--- config.mk ---
export PLATFORM = sky130hd
export DESIGN_NAME = if_pc_stage
export DESIGN_NICKNAME = d
export VERILOG_FILES = /design/src/rtl/if_pc_stage.sv
export SDC_FILE = /design/constraint.sdc
export NUM_CORES = 1
export LEC_CHECK = 0
export ABC_AREA = 1
export CAP_MARGIN = 10
export CORE_MARGIN = 5
export CORE_UTILIZATION = 38
export DETAILED_ROUTE_END_ITERATION = 6
export PLACE_DENSITY_LB_ADDON = 0.05
export SLEW_MARGIN = 40
export SYNTH_ARGS = -nofsm -noshare
export SYNTH_HDL_FRONTEND = slang
export SYNTH_SLANG_ARGS = --single-unit
--- constraint.sdc ---
create_clock -name clk -period 2.4 [get_ports clk]
set_input_delay 0.24 -clock clk [delete_from_list [all_inputs] [get_ports clk]]
set_output_delay 0.24 -clock clk [all_outputs]
set_load 0.01 [all_outputs]
--- src/rtl/if_pc_stage.sv ---
// if_pc_stage: MIPS fetch-stage PC register, next-PC select, IF/ID latch and address-fault halt.
module if_pc_stage #(
  parameter logic [31:0] RESET_PC = 32'h0000_3000,
  parameter logic [31:0] IM_BASE  = 32'h0000_3000,
  parameter int unsigned IM_WORDS = 4096
) (
  input  logic        clk,
  input  logic        reset,
  input  logic        stall,
  input  logic [1:0]  npc_sel,
  input  logic        br_taken,
  input  logic [31:0] jr_target,
  input  logic [31:0] instr_F,
  output logic [31:0] pc_F,
  output logic [31:0] instr_D,
  output logic [31:0] pc_D,
  output logic [31:0] pc8_D,
  output logic        halted,
  output logic [31:0] fault_pc
);
  typedef enum logic {RUN, HALT} state_t;
  // 33-bit end address so a window reaching the top of the address space cannot wrap
  localparam logic [32:0] IM_END = {1'b0, IM_BASE} + 33'(IM_WORDS) * 33'd4;
  state_t state, state_n;
  logic [31:0] pc_n, instr_n, pcd_n, fault_n, seq_pc, br_pc, j_pc, target;
  logic valid;
  assign valid  = pc_F[1:0] == 2'b00 && pc_F >= IM_BASE && {1'b0, pc_F} < IM_END;
  assign seq_pc = pc_F + 32'd4;
  assign br_pc  = pc_D + 32'd4 + {{14{instr_D[15]}}, instr_D[15:0], 2'b00};
  assign j_pc   = {pc_D[31:28], instr_D[25:0], 2'b00};
  assign target = npc_sel == 2'b00 ? seq_pc :
                  npc_sel == 2'b01 ? (br_taken ? br_pc : seq_pc) :
                  npc_sel == 2'b10 ? j_pc : jr_target;
  always_comb begin
    state_n = state;
    pc_n    = pc_F;
    instr_n = instr_D;
    pcd_n   = pc_D;
    fault_n = fault_pc;
    if (state == RUN && !stall) begin
      pcd_n   = pc_F;
      instr_n = valid ? instr_F : 32'd0;
      pc_n    = valid ? target : pc_F;
      fault_n = valid ? fault_pc : pc_F;
      state_n = valid ? RUN : HALT;
    end
  end
  always_ff @(posedge clk) begin
    if (reset) begin
      state    <= RUN;
      pc_F     <= RESET_PC;
      instr_D  <= '0;
      pc_D     <= '0;
      fault_pc <= '0;
    end else begin
      state    <= state_n;
      pc_F     <= pc_n;
      instr_D  <= instr_n;
      pc_D     <= pcd_n;
      fault_pc <= fault_n;
    end
  end
  assign pc8_D  = pc_D + 32'd8;
  assign halted = state == HALT;
endmodule
==> Yosys cells after proc, flatten, opt, wreduce, memory -nomap -nowiden <==
Index checks and enable logic that the tools add are counted.
{ "word_totals": {"reg_bits": 129, "wordCells": 29, "input_bits": 70, "output_inout_bits": 161} }
{ "classes": {"n_eq_ne": 2, "n_addsub": 4, "reduce_logical": 8, "bitwise_logic": 2, "magnitude_cmp": 2, "mux": 6} }
{ "ops": {"columns": ["operator", "n"], "rows": [
  ["$mux W32", 5],
  ["$add A32 B3 Y32 const B", 2],
  ["$add A32 B32 Y32", 1],
  ["$add A32 B4 Y32 const B", 1],
  ["$ge A32 B14 Y1 const B", 1],
  ["$lt A32 B15 Y1 const B", 1],
  ["$logic_not A2 Y1", 2],
  ["$reduce_and A2 Y1", 2],
  ["$logic_and A1 B1 Y1", 3],
  ["$eq A2 B1 Y1 const B", 1],
  ["$eq A2 B2 Y1 const B", 1],
  ["$not A1 Y1", 2],
  ["$logic_not A1 Y1", 1],
  ["$mux W1", 1]
]} }

==> Longest topological paths before layout <==
{ "depth": {"depth_word": 5, "depth_mapped": 16, "ltp_nobuf": 16} }

==> Least setup slack after synthesis <==
No wires, ideal clock.
{ "synth_path": {"path_type": "register -> register", "startpoint": "register pc_D[3]", "endpoint": "register pc_F[19]", "n_path_buf": 0, "period_less_slack_ps": 2328, "stages_incl_launch_ff": 13, "setup_ps": 70, "arrival_time_ps": 2259, "required_time_ps": 2330, "slack_ps": 72, "path_cell_list": "dfxtp_1 > ha_1 > ha_1 > fa_1 > nand3_1 > nand3_1 > a21oi_1 > nor2_1 > nor2_1 > nor2_1 > o21ai_0 > nand2_1 > a21oi_1"} }
{ "synth_via": {"elab_chain_len": 5} }
{ "synth_lines": {"columns": ["element", "line_no", "rtl"], "rows": [
  ["start, declared", "16", "output logic [31:0] pc_D,"],
  ["start signal, assigned", "59", "pc_D <= pcd_n;"],
  ["$add A32 B3 Y32", "29", "assign br_pc = pc_D + 32'd4 + {{14{instr_D[15]}}, instr_D[15:0], 2'b00};"],
  ["$add A32 B32 Y32", "29", null],
  ["$mux W32 (2 in series)", "32", "npc_sel == 2'b01 ? (br_taken ? br_pc : seq_pc) :"],
  ["$mux W32", "31", "assign target = npc_sel == 2'b00 ? seq_pc :"],
  ["end signal, assigned", "57", "pc_F <= pc_n;"],
  ["end, declared", "14", "output logic [31:0] pc_F,"]
]} }
No other way between the ends.
A chain may end at the register's enable or synchronous reset.

==> Worst setup path after layout <==
{ "layout_path": {"startpoint": "register pc_D[9]", "endpoint": "output port pc8_D[24]"} }
{ "layout_via": {"elab_chain_len": 1} }
{ "layout_lines": {"columns": ["element", "line_no", "rtl"], "rows": [
  ["$add A32 B4 Y32", "63", "assign pc8_D = pc_D + 32'd8;"],
  ["end, declared", "17", "output logic [31:0] pc8_D,"]
]} }
No other way between the ends.

==> results.py <==
metrics = {
    "outcome": {
        "outcome": "finished, violations left",
        "violations": "negative setup slack",
    },
    "logic_synthesis": {
        "synth_xor_area_share_pct": 3.79,
        "synth_area_per_cell_um2": 6.47,
        "synthArstFlopShare_pct": 0,
        "synth_nets": 1451,
        "muxShareOfSynthArea_pct": 0,
        "synth.most_common_cell": "nand2_1",
        "synth_ff_type": "dfxtp_1",
        "syn_area_um2": 8540,
        "synthSimpleGateAreaFrac_pct": 31.2,
        "yosysWarnings": 0,
        "synth_area_leader_cell": "dfxtp_1",
        "synthAdderAreaFrac_pct": 9.03,
        "synthTopCellsByCount": "433 x nand2_1, 152 x inv_1, 150 x a21oi_1, 129 x dfxtp_1, 89 x nor2_1",
        "synth_edf_count": 0,
        "ys_ff_latch": 129,
        "synthTopCellsByArea": "dfxtp_1 30%, nand2_1 19%, a21oi_1 8.8%, ha_1 8.8%, inv_1 6.7%",
        "ys_seq_area_share_pct": 30.2,
        "yosysUniqueCellTypes": 40,
        "synth_compound_area_share_pct": 16.0,
        "synth_top_family_by_area": "simple AND/OR/NAND/NOR gates",
        "synthCells": 1320,
        "synth_top_area_share_pct": 30.2,
    },
    "worst_setup_path": {
        "critPathLaunchType": "flop",
        "crit_required_ns": 2.16,
        "cp_num_buf_inv": 2,
        "arrival_ns": 2.28,
        "path_class": "flop to output pin",
        "critical-path-slowest-cell": "dfxtp_4",
        "end_kind": "output pin",
        "cp_max_fo": 3,
        "critPathTopFamily": "simple AND/OR/NAND/NOR gates",
        "crit_chain": "buf_6 > nand2_2 > nor2_2 > nand2_2 > nor4_4 > nand3_2 > nor2_4 > nand3_2 > nor2_2 > xor2_1 > buf_2",
        "slowest_delay_ns": 0.38,
    },
    "floorplanning": {
        "dieArea_um2": 25600,
        "die_w_um": 160,
        "core_um2": 22000,
        "die_y_um": 160,
        "fp-row-count": 54,
        "io_pins": 231,
        "initial_core_util_pct": 38.9,
    },
    "timing": {
        "fin_crit_ns": 2.52,
        "worst_pin_slew_ns": 0.762,
        "min_period_over_period_pct": 105,
        "skew_ns": 0.0149,
        "setup_viol": 7,
        "grt_setup_unrepaired": "yes",
        "report.final.slew_viol_count": 0,
        "setup_tns_ns": -0.310,
        "setup_slack_ns": -0.116,
        "hold_violations": 0,
        "max_freq_ghz": 0.397,
        "max-slew-margin-rel_pct": 49.1,
    },
    "drt": {
        "drt-initial-drc-count": 685,
        "ant_nets": 0,
        "drc": 0,
        "dr.pass1.iters": 5,
        "via_per_inst": 5.18,
        "vias": 10300,
        "post_drt_wl_per_cell_um": 18.9,
        "wl_mm": 37.6,
    },
    "grt": {
        "grt_overflow": 0,
        "track_usage_pct": 27.9,
        "grt_pass1_wl_mm": 56.3,
        "grt_pass1_vias": 10100,
        "antenna_found_initial": 0,
        "grt_max_degree": 60,
    },
    "placed_design": {
        "dpl.hpwl_mm": 28.9,
        "port_buffers": 230,
        "placed_cells": 1947,
        "gp_congestion": 0.972,
    },
    "clock_tree": {
        "cts-htree-levels": 4,
        "cts_tree": "yes",
        "clock_path_buffers": 2,
        "clock-root-buffer": "clkbuf_16",
        "clock_latency_ns": 0.43,
        "cts_sinks": 129,
        "clk_pin_slew_ns": 0.07,
        "cts_made_buffers": 17,
    },
    "worst_hold_path": {
        "min_path_type": "input pin to flop",
    },
    "final_layout": {
        "fin_cells": 1995,
        "diodes": 0,
        "fin_util_pct": 64.6,
        "nets": 1834,
        "drive_above_1_share_pct": 26.7,
        "area_delta_synth_final_pct": 66.2,
    },
    "pwr": {
        "power_density_nw_per_um2": 771,
        "p_leak_uw": 0.00622,
        "vdd_ir_drop_max_mv": 0.619,
        "total_power_uw": 10900,
    },
    "job": {
        "cap_viol_max_count": 0,
    },
}
## logic make-up after synthesis
family | after synthesis
XOR/XNOR | 37
flip-flops | 129
buffers and inverters | 205
AO/OA/AOI/OAI | 251
AND/OR/NAND/NOR | 637
adder cells (fa/ha/maj) | 61
## layout by cell type, fill, tap and decap left out, types with 7 or more instances in the layout
master           netlist  final
nor3_1                10      7
inv_1                152    148
nor2_1                89     63
buf_6                  3     16
nor2_4                 2     12
xor2_1                35     28
nand3_1               53     38
nand2_1              433    390
nand3_2                3     14
o21ai_2                0      8
clkdlybuf4s50_1        0    206
dfxtp_2                0     16
nand2_4                0      9
a21oi_2                0     16
buf_4                  6    165
clkbuf_16              0     17
o21ai_0               54     45
nor2_2                 4     20
xor2_2                 0      7
nand2_2                8     42
nand4_1               17     17
buf_2                 10     10
a22oi_1               23     23
ha_4                   0     42
dfxtp_1              129    105
ha_1                  60     17
dfxtp_4                0      8
a21oi_1              150    130
## flip-flops by register name (all words and copies together) (netlist names)
register and cells:
instr_D 32, pc_F 32, pc_D 32, fault_pc 32, halted 1
## layer usage
metal  global-route usage (%)  part of all wire, %
met1                     33.2                   41
met2                     48.7                   49
met3                     6.31                  6.7
met4                     11.1                  4.0
met5                        0                    0
## report_power, final
| part | total [uW] | switching (uW) | leakage, uW | internal (uW) |
|---|---|---|---|---|
| Clock | 2770 | 1130 | 0.000284 | 1650 |
| Combinational | 5160 | 2750 | 0.00488 | 2410 |
| Sequential | 3000 | 456 | 0.00106 | 2550 |
| Total | 10900 | 4340 | 0.00622 | 6600 |
## stage by stage
| stage | hold WS [ns] | instance area, um2 | setup WS [ns] |
|---|---|---|---|
| finish | 0.354 | 14200 | -0.116 |
| global route | 0.354 | 14200 | -0.217 |
| CTS | 0.347 | 13200 | -0.200 |
| detailed placement | 0.451 | 12300 | -0.228 |
| global placement | 0.449 | 12300 | -0.252 |
| floorplan | 0.383 | 8540 | 0.0715 |
## cell type report
cell class | count | area, um2
Sequential cell | 129 | 2630
Fill cell | 1966 | 7760
Clock buffer | 17 | 425
Clock inverter | 14 | 178
Multi-Input combinational cell | 986 | 6290
Timing Repair Buffer | 414 | 3740
Tap cell | 280 | 350
Inverter | 155 | 582
## final timing paths
kind,slack [ns],start,cells past startpoint,endpoint
worst max register to register,0.05,instr_D[15],15,pc_F[25]
worst min register to register,0.46,fault_pc[25],2,fault_pc[25]
worst min-delay path,0.35,instr_F[7],3,instr_D[7]
worst max-delay path,-0.12,pc_D[9],11,pc8_D[24]
## what timing repair did
item | in CTS | in global routing
gates resized for setup | 150 | 187
setup buffers | 8 | 12
hold buffers | 0 | 0
pin swaps | 13 | 50
endpoints found under the setup margin | 44 | 44
## worst reg2reg max path, stage by stage (launching register included)
cell and delay [ns]:
dfxtp_2 0.33, buf_12 0.14, buf_4 0.14, ha_4 0.26, ha_4 0.20, buf_4 0.16, nand2_4 0.11, nor2_4 0.07
buf_4 0.13, a21oi_2 0.17, nand3_2 0.13, nand2_1 0.07, nand2_1 0.06, o21ai_2 0.13, nand2_1 0.07, a21oi_1 0.11
Note: power is estimated with default switching activity, not from simulation.
